--- src/rtl/gpio_ctrl_pkg.sv ---
// Register map shared by the GPIO controller and its integrators.
package gpio_ctrl_pkg;

  localparam int NUM_REGS = 8;
  localparam int ADDR_W   = $clog2(NUM_REGS);

  localparam logic [ADDR_W-1:0] ADDR_DATA_OUT = 3'd0;
  localparam logic [ADDR_W-1:0] ADDR_DIR      = 3'd1;
  localparam logic [ADDR_W-1:0] ADDR_DATA_IN  = 3'd2;
  localparam logic [ADDR_W-1:0] ADDR_RISE_EN  = 3'd3;
  localparam logic [ADDR_W-1:0] ADDR_FALL_EN  = 3'd4;
  localparam logic [ADDR_W-1:0] ADDR_STATUS   = 3'd5;
  localparam logic [ADDR_W-1:0] ADDR_OUT_SET  = 3'd6;
  localparam logic [ADDR_W-1:0] ADDR_OUT_CLR  = 3'd7;

endpackage

--- src/rtl/gpio_sync_edge.sv ---
// One pin: SYNC_STAGES-flop synchroniser, optional debounce (GPIO_DEBOUNCE_EN), edge detect.
// Edges appear SYNC_STAGES cycles after the pad (+DEB_CYCLES with debounce); no backpressure.
module gpio_sync_edge #(
  parameter int SYNC_STAGES = 2
`ifdef GPIO_DEBOUNCE_EN
  , parameter int DEB_CYCLES = 4
`endif
) (
  input  logic clk,
  input  logic rst_n,
  input  logic pin_in,
  output logic filt_out,
  output logic rise,
  output logic fall
);

  logic [SYNC_STAGES-1:0] sync_q;
  logic                   sync_in;
  logic                   prev_q;

  always_ff @(posedge clk or negedge rst_n) begin
    if (!rst_n) begin
      sync_q <= '0;
    end else begin
      sync_q <= {sync_q[SYNC_STAGES-2:0], pin_in};
    end
  end

  assign sync_in = sync_q[SYNC_STAGES-1];

`ifdef GPIO_DEBOUNCE_EN
  localparam int CNT_W = $clog2(DEB_CYCLES + 1);

  logic [CNT_W-1:0] deb_cnt;
  logic             filt_q;

  // Counter tracks consecutive cycles of disagreement; any agreement restarts it.
  always_ff @(posedge clk or negedge rst_n) begin
    if (!rst_n) begin
      deb_cnt <= '0;
      filt_q  <= 1'b0;
    end else if (sync_in == filt_q) begin
      deb_cnt <= '0;
    end else if (deb_cnt == CNT_W'(DEB_CYCLES - 1)) begin
      deb_cnt <= '0;
      filt_q  <= sync_in;
    end else begin
      deb_cnt <= deb_cnt + 1'b1;
    end
  end

  assign filt_out = filt_q;
`else
  assign filt_out = sync_in;
`endif

  always_ff @(posedge clk or negedge rst_n) begin
    if (!rst_n) begin
      prev_q <= 1'b0;
    end else begin
      prev_q <= filt_out;
    end
  end

  assign rise = filt_out & ~prev_q;
  assign fall = ~filt_out & prev_q;

endmodule

--- src/rtl/gpio_ctrl.sv ---
// GPIO controller: direction, set/clear writes, sticky edge interrupts; GPIO_DEBOUNCE_EN adds input filter.
// Reads return one cycle after re, writes land at the clock edge; bus is always ready, no backpressure.
module gpio_ctrl
  import gpio_ctrl_pkg::*;
#(
  parameter int WIDTH       = 32,
  parameter int SYNC_STAGES = 2,
  parameter int DEB_CYCLES  = 4
) (
  input  logic              clk,
  input  logic              rst_n,
  input  logic [ADDR_W-1:0] addr,
  input  logic [31:0]       wdata,
  input  logic              we,
  input  logic              re,
  output logic [31:0]       rdata,
  output logic              rvalid,
  input  logic [WIDTH-1:0]  gpio_in,
  output logic [WIDTH-1:0]  gpio_out,
  output logic [WIDTH-1:0]  gpio_oe,
  output logic              irq
);

  if (WIDTH < 1 || WIDTH > 32 || SYNC_STAGES < 2 || SYNC_STAGES > 4 || DEB_CYCLES < 1) begin : g_bad_params
    $error("gpio_ctrl: parameter out of range");
  end

  logic [WIDTH-1:0] data_out;
  logic [WIDTH-1:0] dir;
  logic [WIDTH-1:0] rise_en;
  logic [WIDTH-1:0] fall_en;
  logic [WIDTH-1:0] status;
  logic [WIDTH-1:0] data_in;
  logic [WIDTH-1:0] rise;
  logic [WIDTH-1:0] fall;
  logic [WIDTH-1:0] wdata_w;
  logic [WIDTH-1:0] status_set;
  logic [WIDTH-1:0] status_clr;
  logic [WIDTH-1:0] rd_sel;
  logic [31:0]      rd_mux;

  for (genvar i = 0; i < WIDTH; i++) begin : g_pin
    gpio_sync_edge #(
      .SYNC_STAGES(SYNC_STAGES)
`ifdef GPIO_DEBOUNCE_EN
      , .DEB_CYCLES(DEB_CYCLES)
`endif
    ) u_pin (
      .clk     (clk),
      .rst_n   (rst_n),
      .pin_in  (gpio_in[i]),
      .filt_out(data_in[i]),
      .rise    (rise[i]),
      .fall    (fall[i])
    );
  end

  assign wdata_w    = wdata[WIDTH-1:0];
  assign status_set = (rise & rise_en) | (fall & fall_en);
  assign status_clr = (we && addr == ADDR_STATUS) ? wdata_w : '0;

  always_comb begin
    rd_sel = '0;
    case (addr)
      ADDR_DATA_OUT: rd_sel = data_out;
      ADDR_DIR:      rd_sel = dir;
      ADDR_DATA_IN:  rd_sel = data_in;
      ADDR_RISE_EN:  rd_sel = rise_en;
      ADDR_FALL_EN:  rd_sel = fall_en;
      ADDR_STATUS:   rd_sel = status;
      default:       rd_sel = '0;
    endcase
    rd_mux              = '0;
    rd_mux[WIDTH-1:0]   = rd_sel;
  end

  always_ff @(posedge clk or negedge rst_n) begin
    if (!rst_n) begin
      data_out <= '0;
      dir      <= '0;
      rise_en  <= '0;
      fall_en  <= '0;
    end else if (we) begin
      case (addr)
        ADDR_DATA_OUT: data_out <= wdata_w;
        ADDR_DIR:      dir      <= wdata_w;
        ADDR_RISE_EN:  rise_en  <= wdata_w;
        ADDR_FALL_EN:  fall_en  <= wdata_w;
        ADDR_OUT_SET:  data_out <= data_out | wdata_w;
        ADDR_OUT_CLR:  data_out <= data_out & ~wdata_w;
        default:       ;
      endcase
    end
  end

  // Hardware set is applied after the clear so a colliding edge is never lost.
  always_ff @(posedge clk or negedge rst_n) begin
    if (!rst_n) begin
      status <= '0;
      irq    <= 1'b0;
    end else begin
      status <= (status & ~status_clr) | status_set;
      irq    <= |status;
    end
  end

  always_ff @(posedge clk or negedge rst_n) begin
    if (!rst_n) begin
      rvalid <= 1'b0;
      rdata  <= '0;
    end else begin
      rvalid <= re;
      if (re) begin
        rdata <= rd_mux;
      end
    end
  end

  assign gpio_out = data_out;
  assign gpio_oe  = dir;

endmodule

--- config.mk ---
export PLATFORM = sky130hd
export DESIGN_NAME = gpio_ctrl
export DESIGN_NICKNAME = d
export VERILOG_FILES = /design/src/rtl/gpio_ctrl_pkg.sv /design/src/rtl/gpio_sync_edge.sv /design/src/rtl/gpio_ctrl.sv
export SDC_FILE = /design/constraint.sdc
export NUM_CORES = 1
export LEC_CHECK = 0
export ABC_AREA = 1
export CORE_MARGIN = 1
export CORE_UTILIZATION = 34
export DETAILED_ROUTE_END_ITERATION = 7
export GPL_TIMING_DRIVEN = 0
export PLACE_DENSITY = 0.53
export SLEW_MARGIN = 20
export SYNTH_ARGS = -nofsm -noshare
export SYNTH_HDL_FRONTEND = slang
export SYNTH_SLANG_ARGS = --single-unit
--- constraint.sdc ---
create_clock -name clk -period 1.1 [get_ports clk]
set_input_delay 0.33 -clock clk [delete_from_list [all_inputs] [get_ports clk]]
set_output_delay 0.33 -clock clk [all_outputs]
set_load 0.05 [all_outputs]
==> flow_summary.json, run 1 <==
{
  "status": "finished with violations",
  "violations": "hold timing, setup timing",
  "final-seq-area_um2": 7270,
  "path_cells": "buf_6",
  "fillCellCount": 3204,
  "multi_input_area_um2": 4440,
  "hold_viol": 57,
  "synthTopCellsByArea": "dfrtp_1 (60%), nand2_1 (9.1%), o21ai_0 (5.8%)",
  "cellPowerDensity_nw_per_um2": 1910,
  "wl_per_cell_um": 21.9,
  "cp.required_ns": 0.77,
  "antenna_cells": 0,
  "mostFrequentLayoutCells": "nand2_1 (290), dfrtp_1 (280), nor2_1 (152)",
  "avgSynthCellArea_um2": 9.11,
  "std_cell_rows": 68,
  "drive_above_1_share": 0.237,
  "max_slew_margin": 0.529,
  "initial_core_util": 0.348,
  "wl_um": 46600,
  "r2r_cells": 6,
  "syn_area_um2": 12100,
  "cp_num_buf_inv": 1,
  "final_common_cell": "nand2_1",
  "crit_start": "rdata[0]",
  "cts_max_path_buffers": 3,
  "reg2reg_slack_ns": -0.07,
  "grt_pass1_wl_um": 69400,
  "drtPass1Iterations": 5,
  "fin_ws_ns": -0.383,
  "whs_ns": -0.245,
  "core-area_um2": 34800,
  "critical_path_arrival_ns": 1.15,
  "synth_top_area_cell": "dfrtp_1",
  "maxCapViolations": 0,
  "cp.depth": 1,
  "grt_pass1_vias": 11181,
  "fin_util": 0.496,
  "synth.distinct_cells": 26,
  "p_leak_nw": 8.13,
  "cts-root-buf": "clkbuf_16",
  "pre_cts_ws_ns": -1.42,
  "gp_congestion": 0.907,
  "clk_latency_ns": 0.51,
  "die_area_um2": 36400,
  "io_pins": 169,
  "drtIter0Drc": 1141,
  "grt_max_degree": 89,
  "synthCells": 1331,
  "min_path_type": "primary input to async pin",
  "die_w_um": 191,
  "critical_path_class": "register to primary output",
  "endpoint_kind": "primary output",
  "yosysWarningCount": 0,
  "cts_tree": "built",
  "async_flop_share": 1.00,
  "cp_max_fo": 2,
  "antenna_left": 0,
  "dieHeight_um": 191,
  "h-tree-depth": 2,
  "path_clk_slew_ns": 0.06,
  "final_area_um2": 17300,
  "worst_ir_drop_vdd_mv": 1.47,
  "synthFlopType": "dfrtp_1",
  "timing.rr.end": "irq",
  "io_buffer_count": 166,
  "synth_seq_cells": 290,
  "num-nets-final": 1719,
  "dpl_cell_area_um2": 14500,
  "cts_inserted_buffers": 34,
  "r2r-start": "status[15]",
  "clock-sinks": 290,
  "ys_seq_area_frac": 0.598,
  "via_count": 11375,
  "grt_antenna_before_repair": 0,
  "grt-ovfl-total": 0,
  "route.detailed.drc": 0,
  "slowest_stage": "dfrtp_1",
  "rsz0062_at_grt": "true",
  "track_usage": 0.257,
  "p_total_mw": 33.0,
  "crit_path_end": "rdata[0]",
  "cpPeakStageDelay_ns": 0.45,
  "finalCritPeriodShare": 1.35,
  "worst_slew_pin_slew_ns": 0.707,
  "yosysTopAreaCellShare": 0.598,
  "period_minus_slack_ns": 1.48,
  "synth_edf_count": 0,
  "slew_violations": 0,
  "area_growth_pct": 42.4,
  "setup_viol": 99,
  "fmax_ghz": 0.674,
  "cp_top_family": "flip-flops",
  "syn-num-nets": 1402,
  "fin_skew_ns": 0.0108,
  "startpoint_type": "register",
  "vias_per_cell": 5.35,
  "dp_hpwl_um": 30400
}
==> report_power, final <==
| part | total [mW] | switching [mW] | internal, mW |
|---|---|---|---|
| Clock | 11.4 | 4.44 | 6.96 |
| Sequential | 13.4 | 1.30 | 12.1 |
| Combinational | 8.14 | 4.92 | 3.22 |
==> per-stage QoR <==
stage	instances	setup TNS, ns	hold slack [ns]
after floorplan	1331	-33.88	0.0344
after global placement	1952	-4128.68	0.332
after detailed placement	1955	-302.78	0.301
after CTS	2108	-31.07	-0.239
after global routing	2128	-32.18	-0.221
final	2128	-29.51	-0.245
==> cell type report <==
cell class                 count  share of cell area
sequential                   290               0.421
multi-input combinational    904               0.257
timing repair buffer         281               0.164
clock buffer                  54              0.0625
buffer                        86              0.0474
tap                          455              0.0330
inverter                      51              0.0115
clock inverter                 7             0.00362
==> how the worst min path moves through the flow <==
stage | start | to | slack, ns | cells after the start
final | rst_n | g_pin[4].u_pin.sync_q[0] | -0.25 | 1
after global routing | rst_n | g_pin[4].u_pin.sync_q[1] | -0.22 | 1
after CTS | rst_n | g_pin[4].u_pin.sync_q[0] | -0.24 | 1
after global placement | g_pin[31].u_pin.sync_q[0] | g_pin[31].u_pin.sync_q[1] | 0.33 | 0
after floorplan | rst_n | fall_en[0] | 0.03 | 0
after detailed placement | rst_n | g_pin[4].u_pin.sync_q[0] | 0.30 | 1
==> kinds of logic after synthesis <==
group,synth area share
AND/OR/NAND/NOR,0.254
flip-flops,0.598
AO/OA/AOI/OAI,0.0990
buffers and inverters,0.0481
==> flip-flops by register name, summed over array words and instances (netlist names) <==
register / flops
gpio_out: 32
g_pin.u_pin.sync_q: 64
rdata: 32
fall_en: 32
rise_en: 32
g_pin.u_pin.prev_q: 32
irq: 1
rvalid: 1
gpio_oe: 32
status: 32
==> metal layers <==
layer  up-vias  share of wire  track usage
met5         -              0            0
met4         0          0.030       0.0889
met3        90          0.082       0.0458
met2       550           0.45        0.395
met1      5567           0.44        0.361
li1       5168              -            -
==> timing repair <==
action | CTS | global route
gates resized for setup | 845 | 53
hold endpoints to repair | 57 | 57
setup buffers | 89 | 22
cloned | 3 | 2
setup endpoints to repair | 291 | 251
pin swaps | 9 | 21
==> synthesized netlist by cell type (16+ instances only) <==
master and n:
nand4_1 107, o211ai_1 31, clkbuf_1 38, dfrtp_1 290, a21oi_1 32, nor2_1 158, nand2_1 295, buf_1 16
o21ai_1 20, o21ai_0 140, inv_1 47, nand3b_1 27, nand3_1 81, buf_2 28
(Power assumes the default switching activity.)
==> run 2: changes to the inputs <==
--- a/config.mk
+++ b/config.mk
@@ -6,11 +6,13 @@
 export NUM_CORES = 1
 export LEC_CHECK = 0
 export ABC_AREA = 1
+export CAP_MARGIN = 20
 export CORE_MARGIN = 1
 export CORE_UTILIZATION = 34
 export DETAILED_ROUTE_END_ITERATION = 7
+export DONT_BUFFER_PORTS = 1
 export GPL_TIMING_DRIVEN = 0
-export PLACE_DENSITY = 0.53
+export PLACE_DENSITY = 0.47
 export SLEW_MARGIN = 20
 export SYNTH_ARGS = -nofsm -noshare
 export SYNTH_HDL_FRONTEND = slang
==> flow_summary.json, run 2 (synthesized netlist as in run 1, its figures left out) <==
{
  "area_growth_pct": 24.3,
  "core-area_um2": 34800,
  "vias_per_cell": 5.52,
  "timing.rr.end": "irq",
  "worst_slew_pin_slew_ns": 0.713,
  "dieHeight_um": 191,
  "clk_latency_ns": 0.54,
  "largest_reg_flops": 64,
  "via_count": 10613,
  "pre_cts_ws_ns": -0.934,
  "multi_input_area_um2": 4400,
  "status": "finished with violations",
  "critical_path_arrival_ns": 1.12,
  "die_w_um": 191,
  "cts_max_path_buffers": 3,
  "cts_inserted_buffers": 35,
  "grt_pass1_wl_um": 69200,
  "fin_skew_ns": 0.0195,
  "p_leak_nw": 6.75,
  "route.detailed.drc": 0,
  "grt_antenna_before_repair": 0,
  "antenna_left": 0,
  "startpoint_type": "register",
  "period_minus_slack_ns": 1.45,
  "wl_per_cell_um": 24.4,
  "antenna_cells": 0,
  "rsz0062_at_grt": "true",
  "drive_above_1_share": 0.191,
  "endpoint_kind": "primary output",
  "ctsHoldBuffers": 65,
  "violations": "hold timing, setup timing",
  "fmax_ghz": 0.688,
  "h-tree-depth": 2,
  "cellPowerDensity_nw_per_um2": 2060,
  "r2r-start": "status[12]",
  "grt_max_degree": 291,
  "reg2reg_slack_ns": -0.09,
  "fillCellCount": 3437,
  "worst_ir_drop_vdd_mv": 1.23,
  "track_usage": 0.262,
  "final_common_cell": "nand2_1",
  "cts-root-buf": "clkbuf_16",
  "drtPass1Iterations": 5,
  "finalCritPeriodShare": 1.32,
  "final_area_um2": 15100,
  "wl_um": 46900,
  "path_clk_slew_ns": 0.07,
  "die_area_um2": 36400,
  "fin_setup_tns_ns": -30.08,
  "drtIter0Drc": 932,
  "maxCapViolations": 0,
  "grt-ovfl-total": 0,
  "mostFrequentLayoutCells": "nand2_1 (293), dfrtp_1 (192), nor2_1 (151)",
  "slew_violations": 0,
  "cp.required_ns": 0.77,
  "io_buffer_count": 0,
  "dpl_cell_area_um2": 12800,
  "std_cell_rows": 68,
  "fin_ws_ns": -0.353,
  "max_slew_margin": 0.525,
  "gp_congestion": 0.895,
  "hold_viol": 290,
  "regMostFlops": "g_pin.u_pin.sync_q",
  "setup_viol": 100,
  "dp_hpwl_um": 30200,
  "cts_tree": "built",
  "whs_ns": -0.509,
  "final-seq-area_um2": 7380,
  "initial_core_util": 0.348,
  "grt_pass1_vias": 10358,
  "p_total_mw": 31.0,
  "clock-sinks": 290,
  "num-nets-final": 1515,
  "io_pins": 169,
  "critical_path_class": "register to primary output",
  "min_path_type": "primary input to async pin",
  "cp_max_fo": 3,
  "r2r_cells": 4
}
-- run 2: timing repair --
action / in CTS / in global routing
endpoints found under the hold margin: 360 / 290
buffers inserted: 7 / 3
gates cloned: 1 / 0
pin swaps: 8 / 16
gates resized for setup: 150 / 55
setup endpoints to repair: 239 / 182
-- run 2: report_power, final --
| part | internal (mW) | total [mW] | switching [mW] |
|---|---|---|---|
| registers | 12.2 | 15.9 | 3.70 |
| logic | 1.22 | 3.05 | 1.84 |
| clock network | 7.46 | 12.0 | 4.54 |
| total | 20.9 | 31.0 | 10.1 |
-- run 2: how the worst max path moves through the flow --
stage,cells past startpoint,end,from,slack [ns]
CTS,0,gpio_out[0],gpio_out[0],-0.36
detailed placement,6,rdata[29],addr[2],-0.93
global route,0,gpio_out[0],gpio_out[0],-0.38
finish,0,gpio_out[0],gpio_out[0],-0.35
floorplan,9,gpio_out[2],addr[0],-0.26
global placement,6,rdata[26],addr[2],-0.99
-- run 2: through the flow --
| step | util | cells |
|---|---|---|
| after floorplan | - | 1331 |
| after global placement | 0.367 | 1786 |
| after detailed placement | 0.367 | 1786 |
| after CTS | 0.429 | 1918 |
| after global routing | 0.433 | 1921 |
| final | 0.433 | 1921 |
-- run 2: routing by layer --
metal	share of wire	track usage	wire length, um
met1	0.44	0.362	20500
met2	0.44	0.391	20500
met3	0.084	0.0629	3950
met4	0.042	0.113	1960
met5	0	0	0
-- run 2: layout make-up --
type | instances | share of cell area
flip-flops and latches | 290 | 0.490
clock buffers | 50 | 0.0687
well taps | 455 | 0.0378
inverters | 51 | 0.0127
multi-input cells | 903 | 0.292
clock inverters | 9 | 0.00988
repair buffers | 76 | 0.0508
plain buffers | 87 | 0.0385
